<file path="src/rtl/uart_tx.sv">
`default_nettype none
// ============================================================================
// Module   : uart_tx
// Purpose  : 8-bit UART transmitter; start, 8 data bits LSB first, parity, stop.
// Revision : 1.0 - initial release
// ============================================================================
module uart_tx #(
    parameter int   CLKS_PER_BIT = 16,
    parameter logic PARITY_ODD   = 1'b0
) (
    input  logic       clk,
    input  logic       reset,
    input  logic [7:0] TxData,
    input  logic       tx_start,
    output logic       TxD,
    output logic       tx_busy,
    output logic       tx_done
);

    localparam int               c_cnt_w    = (CLKS_PER_BIT > 1) ? $clog2(CLKS_PER_BIT) : 1;
    localparam logic [c_cnt_w-1:0] c_cnt_last = c_cnt_w'(CLKS_PER_BIT - 1);

    localparam logic [2:0] c_idle   = 3'd0;
    localparam logic [2:0] c_start  = 3'd1;
    localparam logic [2:0] c_data   = 3'd2;
    localparam logic [2:0] c_parity = 3'd3;
    localparam logic [2:0] c_stop   = 3'd4;

    logic [2:0]         r_state;
    logic [c_cnt_w-1:0] r_cnt;
    logic [2:0]         r_idx;
    logic [7:0]         r_data;
    logic               r_txd;
    logic               r_busy;
    logic               r_done;

    logic [2:0]         w_state_next;
    logic [c_cnt_w-1:0] w_cnt_next;
    logic [2:0]         w_idx_next;
    logic [7:0]         w_data_next;
    logic               w_bit_end;
    logic               w_txd_next;
    logic               w_busy_next;
    logic               w_done_next;

    assign w_bit_end = (r_cnt == c_cnt_last);

    // Outputs are registered from next-state values so TxD changes on the
    // same edge that changes state, with no combinational path from inputs.
    always_ff @(posedge clk) begin
        if (!reset) begin
            r_state <= c_idle;
            r_cnt   <= '0;
            r_idx   <= 3'd0;
            r_data  <= 8'd0;
            r_txd   <= 1'b1;
            r_busy  <= 1'b0;
            r_done  <= 1'b0;
        end else begin
            r_state <= w_state_next;
            r_cnt   <= w_cnt_next;
            r_idx   <= w_idx_next;
            r_data  <= w_data_next;
            r_txd   <= w_txd_next;
            r_busy  <= w_busy_next;
            r_done  <= w_done_next;
        end
    end

    always_comb begin
        w_state_next = r_state;
        w_cnt_next   = r_cnt;
        w_idx_next   = r_idx;
        w_data_next  = r_data;
        case (r_state)
            c_idle: begin
                w_cnt_next = '0;
                if (tx_start) begin
                    w_state_next = c_start;
                    w_data_next  = TxData;
                end
            end
            c_start, c_data, c_parity, c_stop: begin
                w_cnt_next = w_bit_end ? '0 : r_cnt + 1'b1;
                if (w_bit_end) begin
                    case (r_state)
                        c_start: begin
                            w_state_next = c_data;
                            w_idx_next   = 3'd0;
                        end
                        c_data: begin
                            w_idx_next = r_idx + 3'd1;
                            if (r_idx == 3'd7) begin
                                w_state_next = c_parity;
                            end
                        end
                        c_parity: w_state_next = c_stop;
                        default:  w_state_next = c_idle;
                    endcase
                end
            end
            default: begin
                w_state_next = c_idle;
                w_cnt_next   = '0;
            end
        endcase
    end

    always_comb begin
        w_txd_next = 1'b1;
        case (w_state_next)
            c_start:  w_txd_next = 1'b0;
            c_data:   w_txd_next = w_data_next[w_idx_next];
            c_parity: w_txd_next = (^w_data_next) ^ PARITY_ODD;
            default:  w_txd_next = 1'b1;
        endcase
        w_busy_next = (w_state_next != c_idle);
        w_done_next = (r_state == c_stop) && (w_state_next == c_idle);
    end

    assign TxD     = r_txd;
    assign tx_busy = r_busy;
    assign tx_done = r_done;

endmodule
`default_nettype wire

</file>
<file path="config.mk">
export PLATFORM = sky130hd
export DESIGN_NAME = uart_tx
export DESIGN_NICKNAME = d
export VERILOG_FILES = /design/src/rtl/uart_tx.sv
export SDC_FILE = /design/constraint.sdc
export NUM_CORES = 1
export LEC_CHECK = 0
export ABC_CLOCK_PERIOD_IN_PS = 1850
export CAP_MARGIN = 10
export CORE_MARGIN = 2
export CORE_UTILIZATION = 49
export DETAILED_ROUTE_END_ITERATION = 16
export HOLD_SLACK_MARGIN = 0.15
export PLACE_DENSITY_LB_ADDON = 0.1
export SLEW_MARGIN = 20
export SYNTH_ARGS = -nofsm -noshare
export SYNTH_HDL_FRONTEND = slang
export SYNTH_SLANG_ARGS = --single-unit
</file>
<file path="constraint.sdc">
create_clock -name clk -period 1.85 [get_ports clk]
set_input_delay 0.2775 -clock clk [delete_from_list [all_inputs] [get_ports clk]]
set_output_delay 0.2775 -clock clk [all_outputs]
set_load 0.02 [all_outputs]
</file>
==> results of run 1 <==
state kept, by name (all words and copies together) (netlist names):
signal,count
tx_done,1
tx_busy,1
r_data,8
r_state,3
r_cnt,4
r_idx,3
TxD,1
placed cells by master, fill, tap and decap left out, types with 2 or more instances in the layout:
cell             synthesis  routed
a2111oi_2                2       2
a21boi_0                 4       3
a21oi_1                  4       3
and2_1                   4       2
and2_4                   0       2
and3_1                   3       3
buf_4                    2      39
buf_6                    1       2
clkbuf_4                 0       3
clkdlybuf4s50_1          0      12
dfxtp_1                 21      16
dfxtp_2                  0       4
ha_1                     3       2
inv_1                    3       3
mux2i_1                  7       4
mux2i_2                  0       3
nand2_1                  7       7
nand2b_1                 5       5
nand3_1                  8       8
nor2_1                  10       8
nor2_2                   1       3
nor2b_1                  7       7
nor3_1                   4       3
o31a_1                   3       3
xnor2_1                 13      13
xor2_1                   5       5
routing by layer:
metal	vias up	GRT usage [%]	wire length, µm	part of all wire (%)
li1	600	-	-	-
met3	3	2.46	78	2.5
met2	23	35.3	1480	47
met1	565	36.2	1570	50
met4	0	7.50	18	0.57
met5	-	0	0	0
worst min-delay path by stage:
stage | slack [ns] | cells past startpoint | start | end
after floorplan | 0.41 | 1 | reset | r_data[6]$_SDFF_PN0_
after global placement | 0.52 | 2 | r_data[3]$_SDFF_PN0_ | r_data[3]$_SDFF_PN0_
after detailed placement | 0.53 | 2 | r_data[3]$_SDFF_PN0_ | r_data[3]$_SDFF_PN0_
after CTS | 0.49 | 4 | tx_start | tx_busy$_SDFF_PN0_
after global routing | 0.56 | 2 | r_cnt[0]$_SDFF_PP0_ | r_cnt[0]$_SDFF_PP0_
final | 0.49 | 4 | tx_start | tx_busy$_SDFF_PN0_
repair_timing:
action                                  4_1_cts  5_1_grt
endpoints found under the setup margin        1        2
gates resized for setup                      10        8
pin swaps                                     3        2
setup buffers                                 2        1
hold endpoints to repair                      0        0
logic make-up (layout without fill, tap and decap cells):
family | after synthesis | in the layout
XOR/XNOR | 18 | 18
flip-flops | 21 | 21
AO/OA/AOI/OAI | 24 | 24
adder cells (fa/ha/maj) | 3 | 3
buffers and inverters | 8 | 62
AND/OR/NAND/NOR | 56 | 56
multiplexers | 8 | 8
Yosys cell counts, types with 2 or more instances:
cell and count:
buf_4 2, ha_1 3, inv_1 3, a2111oi_2 2
dfxtp_1 21, o31a_1 3, a21oi_1 4, nor3_1 4
nand2_1 7, and2_1 4, mux2i_1 7, a21boi_0 4
nand3_1 8, o21ai_0 2, nand2b_1 5, nor2b_1 7
xor2_1 5, nor2_1 10, xnor2_1 13, and3_1 3
worst min-delay path: stages:
cell and delay [ns]:
dlygate4sd2_1 0.22, buf_4 0.11, o41ai_1 0.06, a21oi_1 0.10
metrics by stage:
step	setup slack, ns	power, mW	instance area (µm²)	util, %
6_report	-0.0637	0.958	1830	74.4
4_1_cts	-0.0396	0.956	1800	73.3
5_1_grt	-0.160	0.998	1830	74.4
2_1_floorplan	0.00324	0.628	1310	-
3_5_place_dp	-0.434	0.734	1750	71.1
3_3_place_gp	-0.353	0.726	1750	71.1
layout make-up:
type                    instances  area (µm²)
fillers                       194         628
flip-flops and latches         21         429
inverters                       3        11.3
well taps                      30        37.5
repair buffers                 55         464
clock buffers                   4        26.3
multi-input cells             109         858
where the power goes:
part           total (mW)  leakage (nW)  internal [mW]  switching, mW
Clock               0.228        0.0150         0.0843          0.144
Sequential          0.484         0.174          0.469         0.0147
Combinational       0.246         0.557          0.142          0.103
==> impl_metrics.env, run 1 <==
export IMPL_status="finished with violations"
export IMPL_violations="setup timing"
export IMPL_timing_hold_ws_ns=0.488
export IMPL_drt_iter0_drc=31
export IMPL_antenna_cells=0
export IMPL_cpPeakStageDelay_ns=0.37
export IMPL_cp_slowest_cell="dfxtp_2"
export IMPL_die_area_um2=3010
export IMPL_min_period_ns=1.91
export IMPL_die_y_um=54.8
export IMPL_synth_edf_count=0
export IMPL_reg2reg_to="TxD$_SDFF_PN1_"
export IMPL_required_ns=2.05
export IMPL_instances_no_fill=222
export IMPL_seq_area_frac_synth_pct=33.2
export IMPL_grt_usage_pct=24.0
export IMPL_rsz0062_at_grt="yes"
export IMPL_fmax_mhz=523
export IMPL_cp_max_fo=5
export IMPL_path_class="reg2reg"
export IMPL_clock_latency_ns=0.31
export IMPL_synth_simple_gate_area_share_pct=25.2
export IMPL_maxSlewHeadroom_pct=80.2
export IMPL_design_core_area_um2=2450
export IMPL_grt_max_degree=17
export IMPL_finalCritPeriodShare_pct=103
export IMPL_r2r_start="r_cnt[0]$_SDFF_PP0_"
export IMPL_synth_adder_area_share_pct=2.96
export IMPL_io_pin_count=14
export IMPL_critPathTopFamily="compound AO/OA/AOI/OAI gates"
export IMPL_synth_cell_types=41
export IMPL_clock_path_buffers=2
export IMPL_hold_violations=0
export IMPL_cts_buffers=3
export IMPL_clk_pin_slew_ns=0.12
export IMPL_dp_hpwl_um=2430
export IMPL_fin_ws_ns=-0.0637
export IMPL_port_buffers=13
export IMPL_crit_path_start="r_cnt[0]$_SDFF_PP0_"
export IMPL_dr_pass1_iters=4
export IMPL_r2r_cells=8
export IMPL_routed_via_density=5.36
export IMPL_synth_xor_area_share_pct=12.5
export IMPL_synth_nets=152
export IMPL_gr_total_overflow=0
export IMPL_post_synth_top_area_fraction_pct=33.2
export IMPL_cp_num_buf_inv=1
export IMPL_grt_pass1_vias=1077
export IMPL_postSynth_asyncResetShare_pct=0
export IMPL_vias=1191
export IMPL_end_kind="register"
export IMPL_tightestPinTransition_ns=0.289
export IMPL_htreeDepth=1
export IMPL_cts_sinks=21
export IMPL_timing_setup_tns_ns=-0.0637
export IMPL_synth_compound_area_share_pct=14.9
export IMPL_hold_path_class="in2reg"
export IMPL_cts_hold_buf=0
export IMPL_yosys_warnings=0
export IMPL_clock_skew_ns=0.00823
export IMPL_syn_inst=138
export IMPL_critical_path_depth=8
export IMPL_drc=0
export IMPL_initial_utilization_pct=51.6
export IMPL_maxCapViolations=0
export IMPL_place_inst=216
export IMPL_gp_congestion=0.808
export IMPL_start_kind="register"
export IMPL_post_drt_wl_per_cell_um=14.2
export IMPL_cts_tree="built"
export IMPL_syn_avg_cell_area_um2=9.18
export IMPL_cp_endpoint="TxD$_SDFF_PN1_"
export IMPL_rows=18
export IMPL_synth_top_family_by_area="simple AND/OR/NAND/NOR gates"
export IMPL_synth_area_leaders="dfxtp_1 33%, xnor2_1 9.0%, mux2i_1 5.5%, nor2b_1 3.5%, xor2_1 3.5%"
export IMPL_synth_seq_cells=21
export IMPL_path_cells="ha_4 > nand4b_1 > buf_4 > o31a_1 > a21o_1 > a21boi_1 > nor3_2 > a2111oi_2"
export IMPL_r2r_slack_ns=-0.06
export IMPL_cts_root_buffer="clkbuf_4"
export IMPL_finalMaxSlewViolations=0
export IMPL_synth_flop_cell="dfxtp_1"
export IMPL_routed_wl_um=3150
export IMPL_grt_pass1_wl_um=5070
export IMPL_ant_nets=0
export IMPL_nNetsFinal=207
export IMPL_syn_cell_area_um2=1270
export IMPL_synth_mux_area_share_pct=7.61
export IMPL_irDropWorstVdd_mv=0.401
export IMPL_powerDensity_nw_per_um2=524
export IMPL_setup_viol=1
export IMPL_synth_top_cell_by_area="dfxtp_1"
export IMPL_arrival_ns=2.12
export IMPL_die_x_um=54.8
export IMPL_p_leak_nw=0.746
export IMPL_area_growth_pct=44.3
export IMPL_antenna_found_initial=0
export IMPL_final_layout_size_suffix_gt1_share_pct=35.9
No activity file was read; power rests on OpenSTA's default activity.
==> run 2, diff against run 1 <==
--- a/config.mk
+++ b/config.mk
@@ -11,7 +11,7 @@
 export CORE_UTILIZATION = 49
 export DETAILED_ROUTE_END_ITERATION = 16
 export HOLD_SLACK_MARGIN = 0.15
-export PLACE_DENSITY_LB_ADDON = 0.1
+export PLACE_DENSITY = 0.83
 export SLEW_MARGIN = 20
 export SYNTH_ARGS = -nofsm -noshare
 export SYNTH_HDL_FRONTEND = slang
==> run 2 against run 1 <==
Against the previous run: the run still ends with setup timing left; hold slack gained 0.049 ns; design area increased by 0.68%; total power increased by 2.5%; clock skew up 0.0040 ns; setup slack lost 0.11 ns; sequential power hardly changed; final cell count shrank 1.4%.
==> impl_metrics.env, run 2 (synthesis gave the netlist of run 1 again) <==
export IMPL_nNetsFinal=204
export IMPL_routed_via_density=5.75
export IMPL_cp_slowest_cell="dfxtp_4"
export IMPL_use_met2_pct=47.4
export IMPL_min_period_ns=2.02
export IMPL_hold_violations=0
export IMPL_cts_sinks=21
export IMPL_grt_pass1_vias=1296
export IMPL_drc=0
export IMPL_tightestPinTransition_ns=0.361
export IMPL_min_from="r_cnt[0]$_SDFF_PP0_"
export IMPL_grt_busiest_layer="met2"
export IMPL_required_ns=2.07
export IMPL_largest_reg_flops=8
export IMPL_p_leak_nw=0.741
export IMPL_initial_utilization_pct=51.6
export IMPL_antenna_found_initial=0
export IMPL_grt_pass1_wl_um=5820
export IMPL_io_pin_count=14
export IMPL_rsz0062_at_grt="yes"
export IMPL_vias=1259
export IMPL_hold_end="r_cnt[0]$_SDFF_PP0_"
export IMPL_grt_usage_pct=27.3
export IMPL_maxCapViolations=0
export IMPL_r2r_cells=7
export IMPL_path_class="reg2reg"
export IMPL_die_area_um2=3010
export IMPL_cts_root_buffer="clkbuf_4"
export IMPL_top_register="r_data"
export IMPL_cts_tree="built"
export IMPL_port_buffers=13
export IMPL_maxSlewHeadroom_pct=75.2
export IMPL_violations="setup timing"
export IMPL_path_cells="buf_6 > nand4b_1 > o31a_1 > nor2_1 > a2bb2oi_1 > a311oi_2 > a2111oi_2"
export IMPL_finalMaxSlewViolations=0
export IMPL_irDropWorstVdd_mv=0.392
export IMPL_design_core_area_um2=2450
export IMPL_hold_path_class="reg2reg"
export IMPL_fillCellCount=153
export IMPL_worstHoldPathCells=2
export IMPL_grt_max_degree=17
export IMPL_fmax_mhz=494
export IMPL_fin_ws_ns=-0.172
export IMPL_htreeDepth=1
export IMPL_clk_pin_slew_ns=0.13
export IMPL_die_y_um=54.8
export IMPL_clock_path_buffers=2
export IMPL_powerDensity_nw_per_um2=534
export IMPL_routed_wl_um=3730
export IMPL_cp_max_fo=4
export IMPL_reg2reg_to="TxD$_SDFF_PN1_"
export IMPL_status="finished with violations"
export IMPL_post_drt_wl_per_cell_um=17.0
export IMPL_r2r_slack_ns=-0.17
export IMPL_arrival_ns=2.25
export IMPL_r2r_start="r_state[2]$_SDFF_PN0_"
export IMPL_grt_met1_usage_pct=32.4
export IMPL_cpPeakStageDelay_ns=0.39
export IMPL_final_core_util_pct=74.9
export IMPL_crit_path_start="r_state[2]$_SDFF_PN0_"
export IMPL_start_kind="register"
export IMPL_cts_buffers=3
export IMPL_final_layout_size_suffix_gt1_share_pct=32.8
export IMPL_dr_pass1_iters=4
export IMPL_drt_iter0_drc=33
export IMPL_clock_latency_ns=0.33
export IMPL_gr_total_overflow=0
export IMPL_area_growth_pct=45.3
export IMPL_top_regs="r_data: 8 flops, r_cnt: 4 flops"
export IMPL_antenna_cells=0
export IMPL_ant_nets=0
export IMPL_die_x_um=54.8
export IMPL_clock_skew_ns=0.0123
export IMPL_end_kind="register"
export IMPL_gp_congestion=0.908
export IMPL_setup_viol=1
export IMPL_final_cell_mix="34 x buf_4, 17 x dfxtp_1, 13 x xnor2_1, 13 x clkdlybuf4s50_1, 9 x nor2_1"
export IMPL_timing_hold_ws_ns=0.537
export IMPL_grt_use_met3_pct=3.83
export IMPL_mostFrequentLayoutCell="buf_4"
export IMPL_finalCritPeriodShare_pct=109
export IMPL_dp_hpwl_um=2440
export IMPL_rows=18
[run 2: cell types whose count changed in the layout (fill, tap and decap cells not counted), sizes merged]
| cell | before | now |
|---|---|---|
| buf | 42 | 39 |
| clkbuf | 4 | 3 |
| clkdlybuf4s50 | 12 | 13 |
| clkinv | 0 | 1 |
| dlygate4sd2 | 1 | 0 |
[run 2: cell type report]
cell class              count  area, µm²  area share [%]
clock buffers               3       22.5            1.22
clock inverters             1       5.00           0.272
inverters                   3       11.3           0.612
multi-input cells         109        885            48.1
flip-flops and latches     21        428            23.3
well taps                  30       37.5            2.04
repair buffers             52        450            24.5
[run 2: per-layer routing]
layer,up-vias,wire length (µm)
li1,593,-
met1,590,1520
met2,60,1850
met3,16,221
met4,0,135
met5,-,0
[run 2: how the worst max path moves through the flow]
| stage | to | slack, ns | cells past startpoint |
|---|---|---|---|
| CTS | TxD$_SDFF_PN1_ | -0.12 | 8 |
| detailed placement | TxD$_SDFF_PN1_ | -0.49 | 8 |
| floorplan | TxD$_SDFF_PN1_ | 0.003 | 8 |
| finish | TxD$_SDFF_PN1_ | -0.17 | 7 |
| global placement | TxD$_SDFF_PN1_ | -0.34 | 8 |
| global route | TxD$_SDFF_PN1_ | -0.29 | 7 |
[run 2: stage by stage]
stage	TNS [ns]	power [mW]	std cells	setup slack (ns)	instance area, µm²
finish	-0.172	0.982	219	-0.172	1840
global route	-0.335	1.02	219	-0.292	1840
CTS	-0.118	0.970	219	-0.118	1800
detailed placement	-0.616	0.734	212	-0.485	1720
global placement	-0.408	0.726	212	-0.336	1720
floorplan	0	0.628	138	0.00324	1310
[run 2: what timing repair did]
item / in CTS / in global routing
buffers inserted: 3 / 2
pin swaps: 2 / 6
setup endpoints to repair: 1 / 2
hold buffers: 0 / 0
gates resized for setup: 6 / 12
[run 2: critical path: cells and delay by family, from the launching register on]
family                 cells  cell delay [ns]
and+or+nand+nor            2             0.53
AOI/OAI and AO/OA          4             0.86
buffers and inverters      1             0.12
DFF                        1             0.39
[run 2: power breakdown]
group / internal [mW] / switching, mW / leakage [nW] / total [mW]
combinational: 0.142 / 0.113 / 0.549 / 0.256
clock: 0.0813 / 0.160 / 0.0177 / 0.241
sequential: 0.468 / 0.0173 / 0.174 / 0.485
total: 0.692 / 0.291 / 0.741 / 0.982
==> run 3, diff against run 2 <==
--- a/config.mk
+++ b/config.mk
@@ -5,13 +5,13 @@
 export SDC_FILE = /design/constraint.sdc
 export NUM_CORES = 1
 export LEC_CHECK = 0
-export ABC_CLOCK_PERIOD_IN_PS = 1850
+export ABC_AREA = 1
 export CAP_MARGIN = 10
 export CORE_MARGIN = 2
-export CORE_UTILIZATION = 49
+export CORE_UTILIZATION = 50
 export DETAILED_ROUTE_END_ITERATION = 16
 export HOLD_SLACK_MARGIN = 0.15
-export PLACE_DENSITY = 0.83
+export PLACE_DENSITY = 0.84
 export SLEW_MARGIN = 20
 export SYNTH_ARGS = -nofsm -noshare
 export SYNTH_HDL_FRONTEND = slang
==> run 3 against run 2 <==
Against the previous run: the run now ends clean; sequential share of layout area up 3.8 points; global-route usage fell by 8.7 points; non-clock buffer count down 31; largest cell class unchanged; highest routed layer unchanged; clock power down 10%; synthesized cell count rose by 54%; flip-flop and latch count did not move; setup slack better by 0.38 ns.
==> impl_metrics.env, run 3 <==
export IMPL_clk_pin_slew_ns=0.11
export IMPL_critPathTopFamily="simple AND/OR/NAND/NOR gates"
export IMPL_dr_pass1_iters=4
export IMPL_top_register="r_data"
export IMPL_timing_hold_ws_ns=0.463
export IMPL_routed_via_density=4.98
export IMPL_cpMostUsedCell="nand2_1"
export IMPL_grt_use_met3_pct=3.04
export IMPL_final_cell_mix="74 x nand2_1, 31 x nand3_1, 26 x inv_1, 23 x nor2_1, 21 x dfxtp_1"
export IMPL_ant_nets=0
export IMPL_synth_xor_area_share_pct=1.33
export IMPL_cts_tree="built"
export IMPL_cts_setup_buffers=0
export IMPL_mostFrequentLayoutCell="nand2_1"
export IMPL_path_cells="ha_1 > nand3_2 > inv_1 > nand2_1 > nand2_1 > nand2_1 > inv_1 > nand3_1 > nand2_1 > nand2_1 > nand3_1 > nand3_1"
export IMPL_cts_buffers=3
export IMPL_crit_path_start="r_cnt[0]$_SDFF_PP0_"
export IMPL_initial_utilization_pct=53.1
export IMPL_post_synth_top_area_fraction_pct=32.0
export IMPL_synth_nets=226
export IMPL_area_growth_pct=18.2
export IMPL_tightestPinTransition_ns=0.372
export IMPL_cts_resized=0
export IMPL_finalMaxSlewViolations=0
export IMPL_die_area_um2=3060
export IMPL_die_y_um=55.3
export IMPL_syn_inst=212
export IMPL_syn_avg_cell_area_um2=6.20
export IMPL_synth_compound_area_share_pct=2.76
export IMPL_min_period_ns=1.64
export IMPL_synthTopCellsByCount="74 x nand2_1, 32 x nand3_1, 26 x inv_1, 25 x nor2_1, 21 x dfxtp_1"
export IMPL_cpPeakStageDelay_ns=0.37
export IMPL_hold_violations=0
export IMPL_grt_met1_usage_pct=26.4
export IMPL_r2r_slack_ns=0.21
export IMPL_arrival_ns=1.85
export IMPL_grt_pass1_vias=1153
export IMPL_syn_cell_area_um2=1320
export IMPL_largest_reg_flops=8
export IMPL_yosys_warnings=0
export IMPL_fmax_mhz=608
export IMPL_start_kind="register"
export IMPL_postSynth_asyncResetShare_pct=0
export IMPL_top_regs="r_data: 8 flops, r_cnt: 4 flops"
export IMPL_final_layout_size_suffix_gt1_share_pct=8.62
export IMPL_nNetsFinal=247
export IMPL_r2r_start="r_cnt[0]$_SDFF_PP0_"
export IMPL_p_leak_nw=0.760
export IMPL_synth_top_family_by_area="simple AND/OR/NAND/NOR gates"
export IMPL_power_total_mw=0.945
export IMPL_clock_skew_ns=0.00585
export IMPL_cts_hold_buf=0
export IMPL_powerDensity_nw_per_um2=608
export IMPL_antenna_found_initial=0
export IMPL_cts_sinks=21
export IMPL_clock_path_buffers=2
export IMPL_clock_latency_ns=0.30
export IMPL_cp_slowest_cell="dfxtp_1"
export IMPL_post_drt_wl_per_cell_um=10.2
export IMPL_drc=0
export IMPL_use_met2_pct=28.4
export IMPL_vias=1304
export IMPL_maxSlewHeadroom_pct=75.1
export IMPL_design_core_area_um2=2480
export IMPL_end_kind="register"
export IMPL_synth_most_common_cell="nand2_1"
export IMPL_synth_flop_cell="dfxtp_1"
export IMPL_final_area_um2=1550
export IMPL_synth_simple_gate_area_share_pct=50.5
export IMPL_synth_edf_count=0
export IMPL_io_pin_count=14
export IMPL_dp_slack_ns=-0.0752
export IMPL_gr_total_overflow=0
export IMPL_gp_congestion=0.870
export IMPL_antenna_cells=0
export IMPL_port_buffers=13
export IMPL_synth_cell_types=23
export IMPL_placed_area_um2=1520
export IMPL_routed_wl_um=2670
export IMPL_synth_top_cell_by_area="dfxtp_1"
export IMPL_dp_hpwl_um=2020
export IMPL_hold_path_class="reg2reg"
export IMPL_htreeDepth=1
export IMPL_grt_pass1_wl_um=4800
export IMPL_cts_root_buffer="clkbuf_4"
export IMPL_rsz0062_at_grt="no"
export IMPL_timing_setup_tns_ns=0
export IMPL_irDropWorstVdd_mv=0.558
export IMPL_synth_adder_area_share_pct=2.85
export IMPL_required_ns=2.05
export IMPL_min_from="r_cnt[0]$_SDFF_PP0_"
export IMPL_die_x_um=55.3
export IMPL_maxCapViolations=0
export IMPL_cp_max_fo=6
export IMPL_synth_area_leaders="dfxtp_1 32%, nand2_1 21%, nand3_1 12%, inv_1 7.4%, nor2_1 7.1%"
export IMPL_synth_mux_area_share_pct=0
export IMPL_status="finished clean"
export IMPL_finalCritPeriodShare_pct=88.9
export IMPL_grt_max_degree=18
export IMPL_path_class="reg2reg"
export IMPL_grt_usage_pct=18.6
export IMPL_seq_area_frac_synth_pct=32.0
export IMPL_rows=18
export IMPL_grt_busiest_layer="met2"
export IMPL_cp_num_buf_inv=2
export IMPL_drt_iter0_drc=34
export IMPL_setup_viol=0
export IMPL_fin_ws_ns=0.206
export IMPL_synth_seq_cells=21
==> run 3: changes by cell type in the layout (fill, tap and decap cells not counted), moves of 5 or more <==
cell | previous run | this run
nand3b_1 | 1 | 8
nand2b_1 | 5 | 0
mux2i_1 | 5 | 0
nand2_1 | 7 | 74
nand3_1 | 8 | 31
inv_1 | 3 | 26
nor2b_1 | 7 | 0
buf_4 | 34 | 7
xnor2_1 | 13 | 1
nor2_1 | 9 | 23
==> run 3: area by class of cell <==
cell class                      count  area (µm²)
Clock buffer                        4        26.3
Fill cell                         253         923
Inverter                           27         101
Multi-Input combinational cell    159         766
Sequential cell                    21         420
Tap cell                           30        37.5
Timing Repair Buffer               21         203
==> run 3: worst reg2reg max path: cells and delay by family, from the launching register on <==
kind                       cells  cell delay, ns
adders and majority gates      1            0.21
buffers and inverters          2            0.23
DFF                            1            0.37
and+or+nand+nor                9            0.75
==> run 3: path summary, 6_finish.rpt <==
kind                         end  depth (start not counted)
max               TxD$_SDFF_PN1_                         12
min          r_cnt[0]$_SDFF_PP0_                          1
max reg2reg       TxD$_SDFF_PN1_                         12
min reg2reg  r_cnt[0]$_SDFF_PP0_                          1
==> run 3: layer usage <==
metal	vias up	share of wire, %
met5	-	0
met4	0	0.71
met3	2	4.9
met2	29	46
met1	572	48
li1	701	-
==> run 3: through the flow <==
step / util (%) / cells
6_report: 62.7 / 262
5_1_grt: 62.7 / 262
4_1_cts: 62.3 / 262
3_5_place_dp: 61.3 / 258
3_3_place_gp: 61.3 / 258
2_1_floorplan: - / 212
==> run 3: where the power goes <==
group	total (mW)	switching, mW	internal, mW
combinational	0.246	0.139	0.106
clock	0.216	0.132	0.0841
sequential	0.484	0.0111	0.472
==> run 3: cell families after synthesis <==
logic type,after synthesis
compound gates,7
buf+inv,32
fa+ha+maj,3
simple gates,147
xor+xnor,2
flops,21
